File: config.mk
export PLATFORM = sky130hd
export DESIGN_NAME = bus_master_port
export DESIGN_NICKNAME = d
export VERILOG_FILES = /design/src/rtl/bus_pkg.sv /design/src/rtl/bus_shift_reg.sv /design/src/rtl/bus_master_port.sv
export SDC_FILE = /design/constraint.sdc
export NUM_CORES = 1
export LEC_CHECK = 0
export CAP_MARGIN = 40
export CORE_UTILIZATION = 47
export DETAILED_ROUTE_END_ITERATION = 10
export PLACE_DENSITY = 0.75
export SETUP_SLACK_MARGIN = 0.02
export SLEW_MARGIN = 5
export SYNTH_ARGS = -nofsm -noshare
export SYNTH_HDL_FRONTEND = slang
export SYNTH_SLANG_ARGS = --single-unit
File: constraint.sdc
create_clock -name clk -period 1.8 [get_ports clk]
set_input_delay 0.27 -clock clk [delete_from_list [all_inputs] [get_ports clk]]
set_output_delay 0.27 -clock clk [all_outputs]
set_load 0.05 [all_outputs]
File: src/rtl/bus_pkg.sv
// Shared types and constants for the serial bus master ports.
package bus_pkg;

  localparam int unsigned ADDR_W        = 14;
  localparam int unsigned DATA_W        = 8;
  localparam int unsigned SLAVE_SEL_MSB = 13;
  localparam int unsigned SLAVE_SEL_LSB = 12;
  localparam int unsigned SEL_W         = SLAVE_SEL_MSB - SLAVE_SEL_LSB + 1;

  localparam logic [ADDR_W-1:0] SLAVE0_BASE = ADDR_W'(0);
  localparam logic [ADDR_W-1:0] SLAVE1_BASE = ADDR_W'(4096);
  localparam logic [ADDR_W-1:0] SLAVE2_BASE = ADDR_W'(8192);

  typedef enum logic [2:0] {
    IDLE,
    REQ,
    ADDR,
    WDATA,
    WAIT_ACK,
    RDATA,
    DONE
  } state_t;

  // Transaction captured from the controller when a request is accepted.
  typedef struct packed {
    logic              rw;
    logic [ADDR_W-1:0] addr;
    logic [DATA_W-1:0] data;
  } bus_req_t;

  function automatic logic [SEL_W-1:0] slave_sel(input logic [ADDR_W-1:0] addr);
    return addr[SLAVE_SEL_MSB:SLAVE_SEL_LSB];
  endfunction

endpackage

File: src/rtl/bus_shift_reg.sv
// MSB-first shift register with parallel load, serial in/out and a bit down-counter.
module bus_shift_reg
  import bus_pkg::*;
#(
  parameter int unsigned W     = ADDR_W,
  parameter int unsigned CNT_W = 4
) (
  input  logic             clk,
  input  logic             reset,
  input  logic             load,
  input  logic [W-1:0]     load_val,
  input  logic [CNT_W-1:0] load_cnt,
  input  logic             shift,
  input  logic             sin,
  output logic [W-1:0]     q,
  output logic             sout,
  output logic             last
);

  logic [CNT_W-1:0] cnt;

  always_ff @(posedge clk) begin
    if (reset) begin
      q   <= '0;
      cnt <= '0;
    end else if (load) begin
      q   <= load_val;
      cnt <= load_cnt;
    end else if (shift) begin
      q   <= {q[W-2:0], sin};
      cnt <= cnt - CNT_W'(1);
    end
  end

  assign sout = q[W-1];
  assign last = (cnt == '0);

endmodule

File: src/rtl/bus_master_port.sv
// Master-side serial bus port: arbitrates, shifts out address/write data, collects read data.
// Optional ack/read-data timeout enabled with `define BUS_MASTER_TIMEOUT_EN.
module bus_master_port
  import bus_pkg::*;
#(
  parameter int unsigned TIMEOUT = 64
) (
  input  logic              clk,
  input  logic              reset,
  input  logic              enable,
  input  logic              read_en,
  input  logic [DATA_W-1:0] data_in,
  input  logic [ADDR_W-1:0] addr_in,
  input  logic              m_grant,
  input  logic              s_ack,
  input  logic              s_valid,
  input  logic              s_din,
  output logic              m_request,
  output logic              m_valid,
  output logic              m_dout,
  output logic              m_rw,
  output logic [DATA_W-1:0] rd_data,
  output logic              rd_valid,
  output logic              done,
  output logic              busy,
  output logic              error
);

  localparam int unsigned CNT_W = $clog2(ADDR_W);
  localparam int unsigned PAD_W = ADDR_W - DATA_W;

  state_t   state, next_state;
  bus_req_t req_q;

  logic              sr_load, sr_shift, sr_sin, sr_sout, sr_last;
  logic [ADDR_W-1:0] sr_load_val, sr_q;
  logic [CNT_W-1:0]  sr_load_cnt;
  logic              accept, rd_load, rw_next;
  logic              m_request_d, m_valid_d, m_rw_d, done_d, busy_d;
  logic              sr_unused;

`ifdef BUS_MASTER_TIMEOUT_EN
  localparam int unsigned TCNT_W = $clog2(TIMEOUT + 1);
  logic [TCNT_W-1:0] tcnt;
  logic              to_expired, to_hit;
  assign to_expired = (tcnt == TCNT_W'(TIMEOUT - 1));
`else
  logic timeout_unused;
  assign timeout_unused = (TIMEOUT != 0);
  assign error          = 1'b0;
`endif

  bus_shift_reg #(.W(ADDR_W), .CNT_W(CNT_W)) u_shift (
    .clk      (clk),
    .reset    (reset),
    .load     (sr_load),
    .load_val (sr_load_val),
    .load_cnt (sr_load_cnt),
    .shift    (sr_shift),
    .sin      (sr_sin),
    .q        (sr_q),
    .sout     (sr_sout),
    .last     (sr_last)
  );

  // The shifter MSB is a flop and is cleared whenever no address/data bit is on the wire.
  assign m_dout    = sr_sout;
  assign sr_unused = ^sr_q[ADDR_W-1:DATA_W-1];

  always_ff @(posedge clk) begin
    if (reset) begin
      state     <= IDLE;
      req_q     <= '0;
      m_request <= 1'b0;
      m_valid   <= 1'b0;
      m_rw      <= 1'b0;
      rd_data   <= '0;
      rd_valid  <= 1'b0;
      done      <= 1'b0;
      busy      <= 1'b0;
    end else begin
      state     <= next_state;
      m_request <= m_request_d;
      m_valid   <= m_valid_d;
      m_rw      <= m_rw_d;
      rd_valid  <= rd_load;
      done      <= done_d;
      busy      <= busy_d;
      if (accept) req_q <= '{rw: read_en, addr: addr_in, data: data_in};
      if (rd_load) rd_data <= {sr_q[DATA_W-2:0], s_din};
    end
  end

  // Next state, shifter control and next values of the registered outputs.
  always_comb begin
    next_state  = state;
    accept      = 1'b0;
    rd_load     = 1'b0;
    sr_load     = 1'b0;
    sr_load_val = '0;
    sr_load_cnt = '0;
    sr_shift    = 1'b0;
    sr_sin      = 1'b0;
`ifdef BUS_MASTER_TIMEOUT_EN
    to_hit      = 1'b0;
`endif
    case (state)
      IDLE: begin
        if (enable) begin
          accept     = 1'b1;
          next_state = REQ;
          sr_load    = 1'b1;
        end
      end
      REQ: begin
        if (m_grant) begin
          next_state  = ADDR;
          sr_load     = 1'b1;
          sr_load_val = req_q.addr;
          sr_load_cnt = CNT_W'(ADDR_W - 1);
        end
      end
      ADDR: begin
        if (!m_grant) begin
          next_state = REQ;
          sr_load    = 1'b1;
        end else if (sr_last) begin
          sr_load     = 1'b1;
          sr_load_cnt = CNT_W'(DATA_W - 1);
          if (req_q.rw) begin
            next_state = RDATA;
          end else begin
            next_state  = WDATA;
            sr_load_val = {req_q.data, PAD_W'(0)};
          end
        end else begin
          sr_shift = 1'b1;
        end
      end
      WDATA: begin
        if (!m_grant) begin
          next_state = REQ;
          sr_load    = 1'b1;
        end else if (sr_last) begin
          next_state = WAIT_ACK;
          sr_load    = 1'b1;
        end else begin
          sr_shift = 1'b1;
        end
      end
      WAIT_ACK: begin
        if (s_ack) begin
          next_state = DONE;
        end
`ifdef BUS_MASTER_TIMEOUT_EN
        else if (to_expired) begin
          next_state = DONE;
          to_hit     = 1'b1;
        end
`endif
      end
      RDATA: begin
        if (s_valid && sr_last) begin
          next_state = DONE;
          rd_load    = 1'b1;
          sr_load    = 1'b1;
        end else begin
          if (s_valid) begin
            sr_shift = 1'b1;
            sr_sin   = s_din;
          end
`ifdef BUS_MASTER_TIMEOUT_EN
          if (to_expired) begin
            next_state = DONE;
            to_hit     = 1'b1;
            sr_load    = 1'b1;
            sr_shift   = 1'b0;
          end
`endif
        end
      end
      DONE:    next_state = IDLE;
      default: next_state = IDLE;
    endcase

    m_request_d = next_state inside {REQ, ADDR, WDATA, WAIT_ACK, RDATA};
    m_valid_d   = next_state inside {ADDR, WDATA};
    busy_d      = (next_state != IDLE);
    done_d      = (next_state == DONE);
    rw_next     = accept ? read_en : req_q.rw;
    m_rw_d      = m_request_d & rw_next;
  end

`ifdef BUS_MASTER_TIMEOUT_EN
  // Wait-cycle counter restarts on every entry to WAIT_ACK or RDATA; error is sticky.
  always_ff @(posedge clk) begin
    if (reset) begin
      tcnt  <= '0;
      error <= 1'b0;
    end else begin
      if (state inside {WAIT_ACK, RDATA}) tcnt <= tcnt + TCNT_W'(1);
      else                                tcnt <= '0;
      if (accept)      error <= 1'b0;
      else if (to_hit) error <= 1'b1;
    end
  end
`endif

endmodule

# After elaboration in Yosys (flattened, before gate mapping)
# Index checks and enable logic that the tools add are counted.
# W data, S select, Z words.
[classes]
addsub = 1
n_eq_ne = 11
n_mux = 40
bitwise_logic = 1
reduce_logical = 8
[op_table]
columns = ["cell", "count"]
rows = [
  ["$mux W14", 6],
  ["$mux W3", 11],
  ["$pmux W14 S2", 1],
  ["$pmux W3 S6", 1],
  ["$eq A3 B3 Y1 const B", 5],
  ["$mux W1", 15],
  ["$eq A3 B2 Y1 const B", 4],
  ["$mux W4", 3],
  ["$pmux W4 S2", 1],
  ["$eq A3 B1 Y1 const B", 2],
  ["$reduce_bool A5 Y1", 1],
  ["$logic_not A4 Y1", 1],
  ["$pmux W1 S4", 1],
  ["$reduce_bool A2 Y1", 2],
  ["$sub A4 B1 Y4 const B", 1],
  ["$logic_not A3 Y1", 1],
  ["$reduce_bool A3 Y1", 1],
  ["$pmux W1 S2", 1],
  ["$reduce_or A2 Y1", 1],
  ["$and A1 B1 Y1", 1],
  ["$logic_and A1 B1 Y1", 1],
]
[totals]
ff_bits = 58
input_bits = 30
output_inout_bits = 16
elab_cells = 74

# Logic depth before layout (Yosys ltp)
# Gate-level depths: netlist of run 1.
[depth]
ltp_word = 7
ltp_mapped = 9
mapped_depth_nobuf = 7

# Hierarchy
# Synthesis of run 1 repeated with hierarchy kept, for this count alone.
[unflattened]
cells_unflattened = 288
hier_area_um2 = 2690.1
[by_module_without_submodules]
columns = ["module", "n_inst", "cells_per_inst", "area_each_um2", "seq_area_each_um2"]
rows = [
  ["bus_master_port", 1, 200, 1752.9, 800.8],
  ["bus_shift_reg", 1, 88, 937.1, 360.3],
]

# Worst setup path after synthesis of run 1
# Ideal clock, no wire load.
[synth_path]
kind = "register to register"
from = "reg u_shift.cnt[0]"
to = "reg u_shift.q[6]"
setup_ns = 0.132
arrival_ns = 1.645
t_required_ns = 1.668
setup_slack_ns = 0.023
stages_incl_launch_ff = 9
n_path_buf = 1
period_less_slack_ns = 1.777
path_cell_list = "dfxtp_1 > inv_1 > ha_1 > or3b_1 > buf_2 > a22oi_4 > nor2_4 > a222oi_1 > nor3_1"
[synth_between]
elab_chain_len = 5
elab_cells_between_ends = 15
classes_between = "mux (12); reduce/logical (3)"
[synth_rtl]
columns = ["element", "line_no", "rtl"]
rows = [
  ["start, declared", "bus_shift_reg.sv:20", "logic [CNT_W-1:0] cnt;"],
  ["start signal, assigned", "bus_shift_reg.sv:28", "cnt <= load_cnt;"],
  ["start signal, assigned", "bus_shift_reg.sv:31", "cnt <= cnt - CNT_W'(1);"],
  ["$logic_not A4 Y1 *", "bus_shift_reg.sv:36", "assign last = (cnt == '0);"],
  ["$mux W1 (tied with other cells)", "bus_master_port.sv:127, bus_master_port.sv:144", ""],
  ["$mux W1 (tied with other cells)", "bus_master_port.sv:141", "if (!m_grant) begin"],
  ["$pmux W1 S4 (tied with other cells)", "bus_master_port.sv:107", "case (state)"],
  ["$mux W14 or $reduce_bool A2 Y1 (tied branches)", "n/a", ""],
  ["end signal, assigned", "bus_shift_reg.sv:27", "q <= load_val;"],
  ["end signal, assigned", "bus_shift_reg.sv:30", "q <= {q[W-2:0], sin};"],
  ["end, declared", "bus_shift_reg.sv:15", "output logic [W-1:0] q,"],
]
# Mark *: on every way between the ends. The rest lies on a longest branch, timed or not.
# A chain may end at the register's enable or synchronous reset.

# Worst setup path in the final report of run 1
[layout_path]
from = "reg u_shift.cnt[0]"
to = "reg u_shift.q[10]"
# Same word-level chain as after synthesis.

==> results of run 1 <==
## layout make-up
cell class | count | area (um2)
clock inverter | 5 | 52.6
fill | 405 | 1630
timing repair buffer | 79 | 766
clock buffer | 11 | 151
tap | 70 | 87.6
inverter | 8 | 30.0
multi-input combinational | 214 | 1300
sequential | 58 | 1160
## cells in the mapped netlist, types with 2 or more instances
cell type,number,area share
dfxtp_1,58,0.45
nand2_1,56,0.082
nor2_1,31,0.045
a21oi_1,30,0.058
nor3_1,20,0.039
nand2b_1,16,0.039
buf_2,9,0.018
mux2i_1,9,0.035
a222oi_1,8,0.031
inv_1,8,0.012
a22oi_1,6,0.018
clkbuf_1,6,0.0088
buf_6,4,0.018
o21ai_0,4,0.0078
a211oi_1,3,0.0088
buf_4,2,0.0058
nor2_2,2,0.0049
nor4_1,2,0.0049
## worst max-delay path: cells and delay by family, from the launching register on
kind                       cells  cell delay (ps)
AOI/OAI and AO/OA              2              620
adders and majority gates      1              130
buffers and inverters          1               70
DFF                            1              320
and+or+nand+nor                3              580
## routing by layer
metal | vias up | share of wire | GRT usage
met5 | - | 0 | 0
met4 | 0 | 0.023 | 0.113
met3 | 14 | 0.052 | 0.0699
met2 | 77 | 0.51 | 0.375
met1 | 1138 | 0.41 | 0.261
li1 | 1173 | - | -
## flip-flops by register name, indices dropped and copies added (netlist names), 3 cells and up
name and count:
req_q 23, u_shift.cnt 4, state 3, rd_data 8, u_shift.q 14
## power by group
group | switching (uW) | leakage (uW) | internal [uW]
Sequential | 76.1 | 0.000476 | 1380
Clock | 504 | 0.000105 | 706
Combinational | 399 | 0.000812 | 392
## per-stage QoR
step,cells,utilization,total power [uW],hold WS [ps]
CTS,444,0.677,3450,369
global route,445,0.686,3620,388
finish,445,0.686,3460,387
global placement,426,0.631,2190,445
floorplan,301,-,1930,406
detailed placement,426,0.631,2210,449
## kinds of logic after synthesis
group | Yosys count | synth area share
other cells | 1 | 0.00146
buf+inv | 30 | 0.0628
xor+xnor | 1 | 0.00341
flops | 58 | 0.452
fa+ha+maj | 1 | 0.00487
simple gates | 138 | 0.263
compound gates | 63 | 0.178
mux | 9 | 0.0350
## final timing paths
check	startpoint	end	slack, ps
setup / recovery	u_shift.cnt[0]	u_shift.q[10]	-40
hold reg to reg	req_q[2]	req_q[2]	450
setup reg to reg	u_shift.cnt[0]	u_shift.q[10]	-40
hold / removal	reset	m_request	390
## repair_timing
| action | CTS | global route |
|---|---|---|
| pin swaps | 7 | 11 |
| cloned | 1 | 0 |
| gates resized for setup | 9 | 10 |
| setup endpoints to repair | 29 | 31 |
| buffers inserted | 1 | 1 |
==> impl.org, run 1 <==
** Placement
- The placed instances occupy a cell area of ~0.0033 mm2.
- HPWL after detailed placement :: 4180 um
- Worst-case setup slack after placement :: -262 ps
- Buffers on Ports :: 44
- Global placer's final weighted congestion :: roughly 0.84

** Clocking
- Number of buffers inserted for hold repair after clock tree synthesis :: 0
- In this run the number of H-tree levels came out at 3.
- Insertion delay of the later-clocked pin in the worst-skew pair :: between 300 and 400 ps
- Buffers inserted during clock tree synthesis total 9.
- The clock drives 58 sinks.
- The clock passes through at most 2 buffers.
- Clock tree from TritonCTS :: done
- Clock root buffer master :: clkbuf_8
- After clock tree synthesis, the clock-pin slew on the worst setup and hold paths is about 70 ps.

** Die
- The core region is between 0.005 and 0.006 mm2.
- The floorplan step set the die height to about 76 um.
- The floorplan step set the die width to between 70 and 80 um.
- Number of primary I/O pins :: between 40 and 50
- Rows :: 26
- Effective utilization at floorplan :: 0.497
- DIE AREA :: slightly below 0.006 mm2

** Routing
- The first detailed-routing pass took 4 iterations.
- Via density :: about 5.4
- Routed via count :: around 2.4k
- Number of nets still failing antenna checks after routing :: 0
- The detailed router finished its first iteration with 137 violations.
- For this block, the routed nets add up to approximately 6300 um of wire.
- Routed wire length per instance :: about 14 um
- DRC violations left :: 0

** Critical path
- The critical path goes through inv_2, ha_4, or3b_4, a22oi_4, nor2_4, a222oi_1, nor3_1.
- For this run, the slowest stage of the critical path takes 400 ps.
- Worst R2R Path Depth :: 7
- Worst setup path class :: flip-flop to flip-flop
- Required time worst endpoint :: roughly 2000 ps
- For this design, the slowest cell found on the critical path is or3b_4.
- Along the worst path, the maximum fanout reaches 8.
- Data on the critical path arrives at its endpoint at around 2000 ps.
- Crit start category :: flip-flop
- The worst setup path is captured at a flip-flop.

** Layout
- Compared with the post-synthesis result, the final layout area differs by 38.0%.
- Leaving out fill and tap cells, the most frequent cells in the layout are 56 x nand2_1, 56 x dfxtp_1, 36 x clkdlybuf4s50_1.
- Number of nets in the finished design :: ~400
- Fraction of layout instances using a drive strength above 1 :: 0.221
- ANT cells :: 0
- The finished cells cover between 0.003 and 0.004 mm2.

** Worst hold path
- Number of cells traversed by the worst hold path :: 2
- Class of the worst hold path :: input pin to flip-flop

** Power
- Summed over all cells, the static leakage comes to between 0.001 and 0.0015 uW.
- Worst VDD drop :: 0.682 mV
- Ratio of total power to cell area :: ~1000 mW/mm2

** Global routing
- Entering global routing, the biggest net connects 34 pins.
- The first global-routing pass estimated 10300 um of wire.
- The initial antenna violation count came to 0.
- The via count of the first global-routing pass came to about 2.2k.
- After global routing the overflow that remains totals 0.
- In the global route stage, overall resource usage came out at 0.225.

** Flow run
- Maxcap violations :: 0

** Yosys
- The synthesized design contains 0 enable-type register cells.
- Summed instance area of the synthesized netlist :: 0.00257 mm2
- In the synthesized netlist the async set-or-reset flop fraction comes to 0.
- In the synthesized netlist the dominant register cell turns out to be dfxtp_1.
- Counting flops and latches in the post-synthesis netlist gives 58.
- In this run, distinct cell masters in the synthesized netlist total 45.
- After synthesis, the mean cell area works out to 8.54 um2.
- Synthesis produced a netlist with a net count of 332.
- Sequential element share of the synthesized area :: 0.452
- During synthesis, Yosys emitted a total of 0 warnings.
- Count of mapped cells out of synthesis :: ~300

** STA
- Least-Margin Pin Slew :: roughly 510 ps
- RSZ-0062 raised after global routing :: yes
- Final worst setup slack :: -35.8 ps
- Final hold violation count :: 0
- The final max-slew violation count is 0.
- Relative slew margins :: 0.660
- Setup violations remaining at the end of the flow were counted as 3.
- Final worst path period need :: approximately 1800 ps
- Derived from the worst setup path, the maximum achievable clock frequency is around 0.54 GHz.
- Fraction of the cycle the final worst path needs :: 1.02
- Worst setup skew after layout :: approximately 7.7 ps
- For the final routed database, the setup TNS stands at -69.2 ps.

** Outcome
- Failing checks :: negative setup slack
- Outcome :: finished with violations
No activity file was read; power rests on OpenSTA's default activity.
==> run 2, diff against run 1 <==
--- a/config.mk
+++ b/config.mk
@@ -6,9 +6,9 @@
 export NUM_CORES = 1
 export LEC_CHECK = 0
 export CAP_MARGIN = 40
-export CORE_UTILIZATION = 47
+export CORE_UTILIZATION = 50
 export DETAILED_ROUTE_END_ITERATION = 10
-export PLACE_DENSITY = 0.75
+export PLACE_DENSITY = 0.76
 export SETUP_SLACK_MARGIN = 0.02
 export SLEW_MARGIN = 5
 export SYNTH_ARGS = -nofsm -noshare
==> constraint.sdc (replaced) <==
create_clock -name clk -period 1.79 [get_ports clk]
set_input_delay 0.2685 -clock clk [delete_from_list [all_inputs] [get_ports clk]]
set_output_delay 0.2685 -clock clk [all_outputs]
set_load 0.05 [all_outputs]
==> run 2 against run 1 <==
  * Power is 5.0% lower
  * Via count is 1.5% lower
  * The run still ends with negative setup slack left
  * Clock power is 18% lower
  * Final cell count stayed put
  * Worst hold slack worse by 80 ps
  * Worst setup slack better by 19 ps
  * Die area is 5.8% lower
  * Maximum frequency is 1.6% higher
  * Critical path depth is 3 higher
==> impl.org, run 2 (synthesized netlist as in run 1, its figures left out) <==
** STA
- The tightest slew margin relative to the limit came to 0.664 (+0.00341).
- Fmax achieved :: 0.553 GHz (+1.6%)
- Final setup violation count :: 5 (+2)
- Final worst path period need :: 1810 ps (-28.8 ps)
- The largest clock skew in the final design is 6.71 ps (-0.996 ps).
- Final worst setup slack :: -17.0 ps (+18.8 ps)
- Max-slew violations :: 0 (unchanged)
- The worst-case hold slack was 306 ps (-80.4 ps).
- The total count of hold-check failures in the final report came to 0 (unchanged).
- RSZ-0062 raised after global routing :: yes
- Fraction of the cycle the final worst path needs :: 1.01 (-0.0104)
- Least-Margin Pin Slew :: 504 ps (-5.95 ps)

** Layout
- In the final layout, the registers with the most flip-flops are req_q (23), u_shift.q (14), rd_data (8).
- The count of nets after finishing is 406 (+1.2%).
- In the layout the commonest cells are 56 x nand2_1, 56 x dfxtp_1, 39 x buf_4.
- More flip-flops sit in one register than any other, and that register is req_q.
- Number of flip-flops in the largest register :: 23 (unchanged)
- Layout area overhead :: 36.7%
- The count of inserted antenna diode cells was 0 (unchanged).
- The fraction of final layout cells with drive strength greater than 1 came to 0.217 (-0.00440).

** Flow run
- The reported max-cap violation count came to 0 (unchanged).

** Clocking
- Number of CTS-inserted buffers :: 9 (unchanged)
- Depth of the CTS H-tree :: 3 (unchanged)
- Bufs on Longest Clock Path :: 2 (unchanged)
- The register clock-pin slew on the reported worst setup and hold paths came to 60 ps (about the same).
- The tree is rooted in a clkbuf_8.
- TritonCTS built the clock tree.
- The sink count of the clock tree is 58 (unchanged).
- The hold buffer count at cts was 0 (unchanged).
- The clock insertion delay at the later pin of the skew report came to 330 ps (about the same).

** Worst hold path
- Min-delay src :: reset
- Number of cells traversed by the worst hold path :: 2 (unchanged)
- In this run the worst hold path is classified as input pin to flip-flop.
- Worst hold path endpoint :: rd_data[3]

** Routing
- The violation count after the first detailed-routing iteration came to 203 (+48%).
- Routed wire length per instance :: 13.8 um (-3.0%)
- The count of nets left with antenna violations after detail routing was 0 (unchanged).
- The length of the first detailed-routing pass in iterations was 5 (+1).
- The via count normalized by instance count is 5.32 (-1.5%).
- The vias after detailed routing came to 2367 (-1.5%).
- DRC violations left :: 0 (unchanged)
- Wire length reported by the detailed router :: 6160 um (-3.0%)

** Power
- The power per unit of standard cell area is 936 mW/mm2 (-4.1%).
- The leakage power was 0.00143 uW (+2.5%).
- The switching power was 963 uW (-1.6%).
- Proportion of power drawn by the clock network :: 0.302 (-0.048)
- The fraction of power consumed by combinational cells is 0.255 (+0.027).
- The worst voltage drop across the vdd grid came to 0.575 mV (-16%).
- Switching portion of total power :: 0.293 (+0.0100)
- Cell-internal power :: 2330 uW (-6.3%)
- Flop pwr share :: 0.443 (+0.021)
- Total Power Consumption :: 3290 uW (-5.0%)

** Critical path
- The slack of the worst reg-to-reg path is -20 ps (+20 ps).
- Crit start category :: flip-flop
- The worst setup path is of the flip-flop to flip-flop kind.
- CP dominant cell by count :: buf_6
- Dominant delay contributor by cell family on the critical path :: buffers and inverters
- In this run the critical register-to-register path is launched from u_shift.cnt[1].
- Arrival time reported for the critical path endpoint :: 2020 ps (-40 ps)
- The highest net fanout along the worst path is 8 (unchanged).
- Element type at the critical path end :: flip-flop
- The data required time of the worst path came to 2000 ps (-20 ps).
- Reg-to-Reg End :: u_shift.q[8]
- Crit-path max cell delay :: 330 ps (-70 ps)
- The number of cells on the worst reg-to-reg path came to 10 (+3).
- Cell-by-cell trace of the critical path :: inv_2, ha_4, buf_4, nor3b_4, buf_6, a21oi_4, buf_6, nand2b_1, a222oi_1, nor3_1
- Slowest stage cell on the critical path :: dfxtp_2
- Number of buffer and inverter instances along the worst setup path :: 4 (+3)

** Global routing
- The total grt overflow came to 0 (unchanged).
- Pin count of the biggest net entering global routing :: 33 (-2.9%)
- The initial antenna violation count was 0 (unchanged).
- The first-pass GRT wire length was 10200 um (-0.47%).
- Via count of the first global-routing pass :: 2289 (+2.0%)
- Global-route total usage across every layer :: 0.252 (+0.0264)

** Placement
- Global placer's final weighted congestion :: 0.888 (+6.0%)
- HPWL after detailed placement :: 4320 um (+3.4%)
- Buffers on Ports :: 44 (unchanged)

** Die
- Effective utilization at floorplan :: 0.530 (+0.0332)
- The die width came to 73.7 um (-3.0%).
- Die height :: 73.7 um (-3.0%)
- Placeable Area :: 0.00485 mm2 (-6.3%)
- Number of primary I/O pins :: 46 (unchanged)
- The area of the die came to 0.00543 mm2 (-5.8%).
- Rows :: 25 (-3.8%)

** Outcome
- Outcome :: finished with violations
- Failing checks :: negative setup slack
==> run 2: area by class of cell <==
| cell class | count | area (um2) |
|---|---|---|
| Fill cell | 382 | 1330 |
| Inverter | 8 | 30.0 |
| Clock inverter | 3 | 17.5 |
| Clock buffer | 11 | 141 |
| Sequential cell | 58 | 1160 |
| Multi-Input combinational cell | 213 | 1300 |
| Timing Repair Buffer | 85 | 782 |
| Tap cell | 67 | 83.8 |
==> run 2: through the flow <==
stage	instance area (um2)	std cells	setup TNS [ps]	utilization	setup WS [ps]
finish	3510	445	-37.6	0.725	-17.0
global placement	3280	429	-2850	0.677	-152
global route	3510	445	-1380	0.725	-115
floorplan	2590	301	0	-	23.2
CTS	3470	445	-33.3	0.717	-21.7
detailed placement	3280	429	-3810	0.677	-217
==> run 2: layer usage <==
layer | vias to the layer above | track usage | share of wire
met4 | 0 | 0.130 | 0.022
met2 | 91 | 0.379 | 0.44
met1 | 1082 | 0.321 | 0.47
met5 | - | 0 | 0
li1 | 1182 | - | -
met3 | 12 | 0.0796 | 0.062
==> run 2: repair_timing <==
action,4_1_cts,5_1_grt
setup endpoints to repair,20,32
pin swaps,13,10
gates cloned,0,0
gates resized for setup,6,10
buffers inserted,2,0
==> run 2: power by group through the flow <==
stage / Clock [uW] / Sequential (uW) / Combinational, uW
2_1_floorplan: 0 / 1500 / 463
3_3_place_gp: 0 / 1480 / 752
3_5_place_dp: 0 / 1480 / 771
4_1_cts: 1020 / 1460 / 813
5_1_grt: 1070 / 1470 / 906
6_report: 992 / 1460 / 839
==> run 2: how the worst max path moves through the flow <==
stage,startpoint,end,cells after the start
floorplan,u_shift.cnt[1],u_shift.q[6],8
CTS,u_shift.cnt[1],u_shift.q[7],7
global route,u_shift.cnt[1],u_shift.q[8],10
finish,u_shift.cnt[1],u_shift.q[8],10
global placement,m_grant,u_shift.q[6],6
detailed placement,m_grant,u_shift.q[7],6
